**src/rtl/serial_adder_if.sv**
```systemverilog
// Operand/result bundle for the bit-serial adder.
// master drives operands and start; slave (the adder) returns result and status.
interface serial_adder_if #(
    parameter int WIDTH = 4
);
    logic             start;
    logic             sub;
    logic [WIDTH-1:0] a;
    logic [WIDTH-1:0] b;
    logic [WIDTH-1:0] res;
    logic             carry;
    logic             overflow;
    logic             busy;
    logic             done;

    modport master (
        output start, sub, a, b,
        input  res, carry, overflow, busy, done
    );

    modport slave (
        input  start, sub, a, b,
        output res, carry, overflow, busy, done
    );
endinterface

```
**src/rtl/serial_adder.sv**
```systemverilog
// Bit-serial add/subtract of two WIDTH-bit operands, LSB first, one bit per clock.
// Latency: start edge -> WIDTH RUN cycles -> one-cycle done pulse; results hold until next completion.
// Backpressure: none; start is only sampled in IDLE and ignored while RUN or DONE.
module serial_adder #(
    parameter int WIDTH = 4
) (
    input  logic          clk,
    input  logic          reset,
    serial_adder_if.slave bus
);
    localparam int CW = (WIDTH > 1) ? $clog2(WIDTH) : 1;

    typedef enum logic [1:0] {IDLE, RUN, DONE} state_t;

    state_t           state;
    state_t           state_nxt;
    logic [WIDTH-1:0] areg;
    logic [WIDTH-1:0] breg;
    logic [WIDTH-1:0] sreg;
    logic [WIDTH-1:0] res_q;
    logic             c;
    logic             carry_q;
    logic             ovf_q;
    logic [CW-1:0]    cnt;
    logic             sum;
    logic             cout;
    logic             last;

    always_comb begin
        sum       = areg[0] ^ breg[0] ^ c;
        cout      = (areg[0] & breg[0]) | (areg[0] & c) | (breg[0] & c);
        last      = (cnt == CW'(WIDTH - 1));
        state_nxt = state;
        case (state)
            IDLE:    if (bus.start) state_nxt = RUN;
            RUN:     if (last) state_nxt = DONE;
            DONE:    state_nxt = IDLE;
            default: state_nxt = IDLE;
        endcase
    end

    always_ff @(posedge clk) begin
        if (reset) state <= IDLE;
        else       state <= state_nxt;
    end

    always_ff @(posedge clk) begin
        if (reset) begin
            areg    <= '0;
            breg    <= '0;
            sreg    <= '0;
            res_q   <= '0;
            c       <= 1'b0;
            carry_q <= 1'b0;
            ovf_q   <= 1'b0;
            cnt     <= '0;
        end else begin
            case (state)
                IDLE: begin
                    if (bus.start) begin
                        // Subtraction is a + ~b + 1: the +1 enters as the initial carry.
                        areg <= bus.a;
                        breg <= bus.sub ? ~bus.b : bus.b;
                        c    <= bus.sub;
                        cnt  <= '0;
                    end
                end
                RUN: begin
                    areg <= areg >> 1;
                    breg <= breg >> 1;
                    c    <= cout;
                    sreg <= {sum, sreg[WIDTH-1:1]};
                    cnt  <= cnt + CW'(1);
                    if (last) begin
                        res_q   <= {sum, sreg[WIDTH-1:1]};
                        carry_q <= cout;
                        ovf_q   <= c ^ cout;
                    end
                end
                default: ;
            endcase
        end
    end

    assign bus.res      = res_q;
    assign bus.carry    = carry_q;
    assign bus.overflow = ovf_q;
    assign bus.busy     = (state == RUN);
    assign bus.done     = (state == DONE);
endmodule

```
**src/flat_wrapper.sv**
```systemverilog
// flat-port wrapper written by rule: the top's interface ports become plain ports
module serial_adder_flat 
#(
    parameter int WIDTH = 4
)
  (clk, reset, bus_start, bus_sub, bus_a, bus_b, bus_res, bus_carry, bus_overflow, bus_busy, bus_done);
  serial_adder_if #(.WIDTH(WIDTH)) bus_i ();
  input  logic clk;
  input  logic reset;
  input wire logic [$bits(bus_i.start)-1:0] bus_start;
  input wire logic [$bits(bus_i.sub)-1:0] bus_sub;
  input wire logic [$bits(bus_i.a)-1:0] bus_a;
  input wire logic [$bits(bus_i.b)-1:0] bus_b;
  output wire logic [$bits(bus_i.res)-1:0] bus_res;
  output wire logic [$bits(bus_i.carry)-1:0] bus_carry;
  output wire logic [$bits(bus_i.overflow)-1:0] bus_overflow;
  output wire logic [$bits(bus_i.busy)-1:0] bus_busy;
  output wire logic [$bits(bus_i.done)-1:0] bus_done;
  assign bus_i.start = bus_start;
  assign bus_i.sub = bus_sub;
  assign bus_i.a = bus_a;
  assign bus_i.b = bus_b;
  assign bus_res = bus_i.res;
  assign bus_carry = bus_i.carry;
  assign bus_overflow = bus_i.overflow;
  assign bus_busy = bus_i.busy;
  assign bus_done = bus_i.done;
  serial_adder #(.WIDTH(WIDTH)) u_core (.clk(clk), .reset(reset), .bus(bus_i));
endmodule
```
**config.mk**
```make
export PLATFORM = sky130hd
export DESIGN_NAME = serial_adder_flat
export DESIGN_NICKNAME = d
export VERILOG_FILES = /design/src/rtl/serial_adder_if.sv /design/src/rtl/serial_adder.sv /design/src/flat_wrapper.sv
export SDC_FILE = /design/constraint.sdc
export NUM_CORES = 1
export LEC_CHECK = 0
export ABC_AREA = 1
export BUFFER_PORTS_ARGS = -buffer_cell sky130_fd_sc_hd__buf_2
export CORE_ASPECT_RATIO = 1.4
export CORE_MARGIN = 4
export CORE_UTILIZATION = 47
export DETAILED_ROUTE_END_ITERATION = 6
export GPL_TIMING_DRIVEN = 0
export PLACE_DENSITY = 0.73
export SETUP_SLACK_MARGIN = 0.02
export SYNTH_ARGS = -nofsm -noshare
export SYNTH_HDL_FRONTEND = slang
export SYNTH_SLANG_ARGS = --single-unit
export TNS_END_PERCENT = 10
```
**constraint.sdc**
```tcl
create_clock -name clk -period 1.2 [get_ports clk]
set_clock_uncertainty 0.1 [all_clocks]
set_input_delay 0.18 -clock clk [delete_from_list [all_inputs] [get_ports clk]]
set_output_delay 0.18 -clock clk [all_outputs]
set_load 0.05 [all_outputs]
```
# Word-level counts from Yosys, hierarchy flattened
# Cells that the tools add are included.
# op_classes
add_sub_neg	1
eq_ne	5
n_mux	12
bitwise_logic	9
reduce_logical	5
# op_table
op	count
4-bit one-hot mux with 2 select lines	2
4-bit two-way mux	3
2-bit one-hot mux with 2 select lines	2
2-bit two-way mux	3
2-bit AND reduction	3
2-bit == test, second input constant	2
4-bit inverter	1
1-bit AND	3
1-bit bitwise XOR	3
2-bit by 1-bit adder with 2-bit output, second input constant	1
2-bit by 1-bit == test with 1-bit output, second input constant	1
2-bit zero test	1
2-bit by 1-bit inequality test with 1-bit output, second input constant	1
2-bit inequality test, second input constant	1
1-bit OR	2
1-bit one-hot mux with 2 select lines	1
2-bit nonzero test	1
1-bit two-way mux	1
# word_totals
register_bits	23
output_inout_bits	8

# Logic depth before layout (Yosys ltp)
# depth
depth_word	4
mapped_depth	8
mapped_depth_nobuf	7

# Least setup slack after synthesis
# OpenSTA, ideal clock, no wires.
# synth_path
path_type	register -> output
start	register u_core.state[1]
end	output port bus_done
arrival_ps	1124
t_required_ps	920
setup_slack_ps	-204
stages_incl_launch_ff	3
path_buffers	0
cell_sequence	dfxtp_1 > inv_2 > nor2_1
# synth_via
elab_chain_cells	1
# synth_lines
element	line_no	rtl
start: declaration	serial_adder.sv:15	state_t state;
start signal: assignment	serial_adder.sv:44	else state <= state_nxt;
2-bit == test	serial_adder.sv:89	assign bus.done = (state == DONE);
end: declaration	flat_wrapper.sv:18	output wire logic [$bits(bus_i.done)-1:0] bus_done;
# Every way passes these cells.

# Worst setup path after layout
# layout_path
start	register u_core.state[1]
end	output port bus_busy
# layout_via
elab_chain_cells	1
# layout_lines
element	line_no	rtl
2-bit by 1-bit == test with 1-bit output	serial_adder.sv:88	assign bus.busy = (state == RUN);
end: declaration	flat_wrapper.sv:17	output wire logic [$bits(bus_i.busy)-1:0] bus_busy;
# Every way passes these cells.

==> summary.md <==
| Metric | Value |
|---|---|
| Register clock-pin slew on the reported worst setup and hold paths | `0.12 ns` |
| Crit path launch type | `flip-flop` |
| Antenna violations before repair | `0` |
| Total wire length after detailed routing | `2488 µm` |
| Sequential share of power | `0.550` |
| Count of final hold-check violations | `0` |
| Outcome | `finished with violations` |
| Area delta synth->final | `35.59%` |
| Number of unique standard cell types used by synthesis | `20` |
| Initial Util | `0.5000` |
| Pin count of the biggest net entering global routing | `14` |
| Syn_area_per_cell | `7.342 µm²` |
| Worst min path class | `primary input to flip-flop` |
| Max-cap violation count | `0` |
| Crit-path slowest cell | `sky130_fd_sc_hd__dfxtp_4` |
| Number of slew-limit violations in the final report | `0` |
| Area of all placed cells without fillers | `1354 µm²` |
| Combinational fraction of design power | `0.161` |
| Measured slew at the worst slew-check pin | `0.2068 ns` |
| CP Class | `flip-flop to primary output` |
| Endpoint, Worst Hold | `u_core.areg[3]$_SDFFE_PP0P_` |
| Height of the die | `62.54 µm` |
| Minimum period implied by the final worst setup slack | `1.294 ns` |
| Min-Delay Startpoint | `bus_a[3]` |
| Arrival time of the worst setup path | `1.01 ns` |
| Sink count of the clock tree | `22` |
| IR drop worst, VDD | `0.8659 mV` |
| Post-synth design cell area | `998.5 µm²` |
| Fraction of the yosys area taken by sequential cells | `0.4411` |
| Power share of the clock group | `0.289` |
| Vias | `966` |
| Worst-skew pair later-pin latency | `0.32 ns` |
| Number of cells traversed by the worst hold path | `3` |
| HPWL after DPL | `1613 µm` |
| Floorplan Core Area | `1997 µm²` |
| Setup repair after global routing missed its margin | `true` |
| Vias/cell | `5.222` |
| P per Cell Area | `1065 nW/µm²` |
| First-pass iteration count of the detailed router | `4` |
| Area after detailed placement | `1117 µm²` |
| Total of endpoints with negative setup slack in the final report | `14` |
| Number of buffers inserted for hold repair after clock tree synthesis | `0` |
| Overall power after layout | `1.441 mW` |
| Maximum fanout along the worst path | `3` |
| Root buffer cell | `sky130_fd_sc_hd__clkbuf_4` |
| Violation count after the first detailed-routing iteration | `26` |
| Proportion of total power due to net switching | `0.2738` |
| Terminus of the critical flop-to-flop path | `u_core.c$_SDFFE_PP0P_` |
| Gr usage total | `0.1648` |
| CTS tree | `done` |
| Register-to-register setup slack | `-0.05 ns` |
| Depth of the CTS H-tree | `1` |
| Final net count | `179` |
| Crit Reg-Reg Startpoint | `u_core.state[1]$_SDFFE_PP0P_` |
| Number of synthesized register bits | `22` |
| P_leak | `0.6530 nW` |
| Global-route wire length before repair | `3712 µm` |
| R2R cell count | `8` |
| Required arrival time at the worst endpoint | `0.92 ns` |
| Number of warnings reported in the yosys synthesis log | `0` |
| Horizontal extent of the die | `46.96 µm` |
| Last weighted congestion value of the routability-driven placer | `0.8095` |
| Ports | `20` |
| Count of input and output buffers | `18` |
| Max Buffers Root-to-Sink | `2` |
| Worst setup slack after placement | `-0.1639 ns` |
| Part of the cycle the worst path needs | `1.079` |
| Die area | `2936 µm²` |
| Max stage delay on crit path | `0.37 ns` |
| Maximum frequency from static timing analysis | `772.6 MHz` |
| Power dissipated by switching net loads | `0.3947 mW` |
| Synthesized Nets | `150` |
| Endpoint type of the worst setup path | `primary output` |
| Row Count | `19` |
| Overall overflow remaining after global route | `0` |
| Final core area utilization | `0.6779` |
| Setup tns final | `-0.5076 ns` |
| Number of antenna repair diodes | `0` |
| Int Power | `1.047 mW` |
| Remaining routing DRC violations | `0` |
| Violated checks | `setup timing` |
| Relative slew slack | `0.8620` |
| Via count of the first global-routing pass | `923` |
| Layout cells sized above 1 | `0.3476` |
| Most common cell after layout, fill and taps aside | `sky130_fd_sc_hd__nand2_1` |
| Post-route setup slack | `-0.09441 ns` |
| Per-cell routed wire length | `13.45 µm` |
| Most frequent cells in the layout | `29 x sky130_fd_sc_hd__nand2_1, 16 x sky130_fd_sc_hd__nand3_1, 16 x sky130_fd_sc_hd__nor2_1, 15 x sky130_fd_sc_hd__dfxtp_1, 13 x sky130_fd_sc_hd__inv_1` |
| Cell-by-cell listing of the critical path | `inv_4, nand2_4, inv_8, buf_8` |
| DRT antenna net count | `0` |
| Number of buffers created by CTS | `3` |
| Cell count after synthesis | `136` |
-- logic make-up after synthesis --
group                      synth area share
and+or+nand+nor                      0.3133
xor gates and xnor gates            0.01755
buffers and inverters               0.09525
AOI/OAI and AO/OA                    0.1003
adders and majority gates           0.03258
DFF                                  0.4411
-- Yosys cell counts --
master,number,area [µm²]
sky130_fd_sc_hd__nand3_1,16,80.08
sky130_fd_sc_hd__and3_1,1,6.260
sky130_fd_sc_hd__inv_1,13,48.80
sky130_fd_sc_hd__ha_1,1,12.51
sky130_fd_sc_hd__inv_2,2,7.510
sky130_fd_sc_hd__a21oi_1,10,50.05
sky130_fd_sc_hd__dfxtp_1,22,440.4
sky130_fd_sc_hd__buf_6,2,22.52
sky130_fd_sc_hd__fa_1,1,20.02
sky130_fd_sc_hd__nor2_1,18,67.56
sky130_fd_sc_hd__nor2_2,1,6.260
sky130_fd_sc_hd__inv_4,1,6.260
sky130_fd_sc_hd__nand2_1,30,112.6
sky130_fd_sc_hd__nor2_4,1,11.26
sky130_fd_sc_hd__nand2_2,1,6.260
sky130_fd_sc_hd__xor2_1,1,8.760
sky130_fd_sc_hd__o21ai_1,10,50.05
sky130_fd_sc_hd__xnor2_1,1,8.760
sky130_fd_sc_hd__nand2_4,2,22.52
sky130_fd_sc_hd__buf_2,2,10.01
-- how the worst max path moves through the flow --
stage / start / to / slack (ns) / cells after the start
detailed placement: u_core.state[0]$_SDFFE_PP0P_ / bus_busy / -0.16 / 4
CTS: u_core.state[1]$_SDFFE_PP0P_ / bus_busy / -0.09 / 4
floorplan: u_core.c$_SDFFE_PP0P_ / u_core.bus.overflow$_SDFFE_PP0P_ / -0.04 / 3
global route: u_core.state[0]$_SDFFE_PP0P_ / bus_busy / -0.12 / 3
global placement: u_core.state[0]$_SDFFE_PP0P_ / bus_busy / -0.14 / 4
finish: u_core.state[1]$_SDFFE_PP0P_ / bus_busy / -0.09 / 4
-- through the flow --
step | instances | hold slack [ns]
after global routing | 185 | 0.02919
after detailed placement | 175 | 0.3425
final | 185 | 0.001576
after global placement | 175 | 0.3345
after CTS | 183 | 0.003185
after floorplan | 136 | 0.2228
-- worst max-delay path, delay by kind of cell, from the launching register on --
kind / cells / cell delay [ns]
flops: 1 / 0.37
buf+inv: 3 / 0.26
simple gates: 1 / 0.07
-- area by class of cell --
| class | count | area, µm² |
|---|---|---|
| inverters | 16 | 70.07 |
| flip-flops and latches | 22 | 454.2 |
| well taps | 21 | 26.28 |
| clock buffers | 4 | 36.28 |
| fillers | 171 | 643.1 |
| repair buffers | 25 | 219.0 |
| multi-input cells | 94 | 523.0 |
| plain buffers | 3 | 25.02 |
-- power by group through the flow --
| stage | registers [mW] | logic, mW | clock network [mW] |
|---|---|---|---|
| 2_1_floorplan | 0.803 | 0.136 | 0 |
| 4_1_cts | 0.786 | 0.212 | 0.416 |
| 6_report | 0.793 | 0.232 | 0.417 |
| 5_1_grt | 0.796 | 0.257 | 0.432 |
| 3_3_place_gp | 0.803 | 0.191 | 0 |
| 3_5_place_dp | 0.804 | 0.195 | 0 |
-- registers in the layout, summed over array words and instances (netlist names) --
signal / cells
u_core.bus.res: 4
u_core.bus.carry: 1
u_core.state: 2
u_core.bus.overflow: 1
u_core.areg: 4
u_core.cnt: 2
u_core.c: 1
u_core.sreg: 3
u_core.breg: 4
-- repair_timing --
action | CTS | global route
cloned | 0 | 1
buffers inserted | 5 | 1
pin swaps | 4 | 2
setup endpoints to repair | 27 | 22
resized for setup | 22 | 19
-- layer usage --
metal  wire length (µm)  track usage
met3                135      0.02594
met2               1308       0.2670
met4                 34      0.06574
met1               1010       0.2079
met5                  0            0
(Power assumes the default switching activity.)
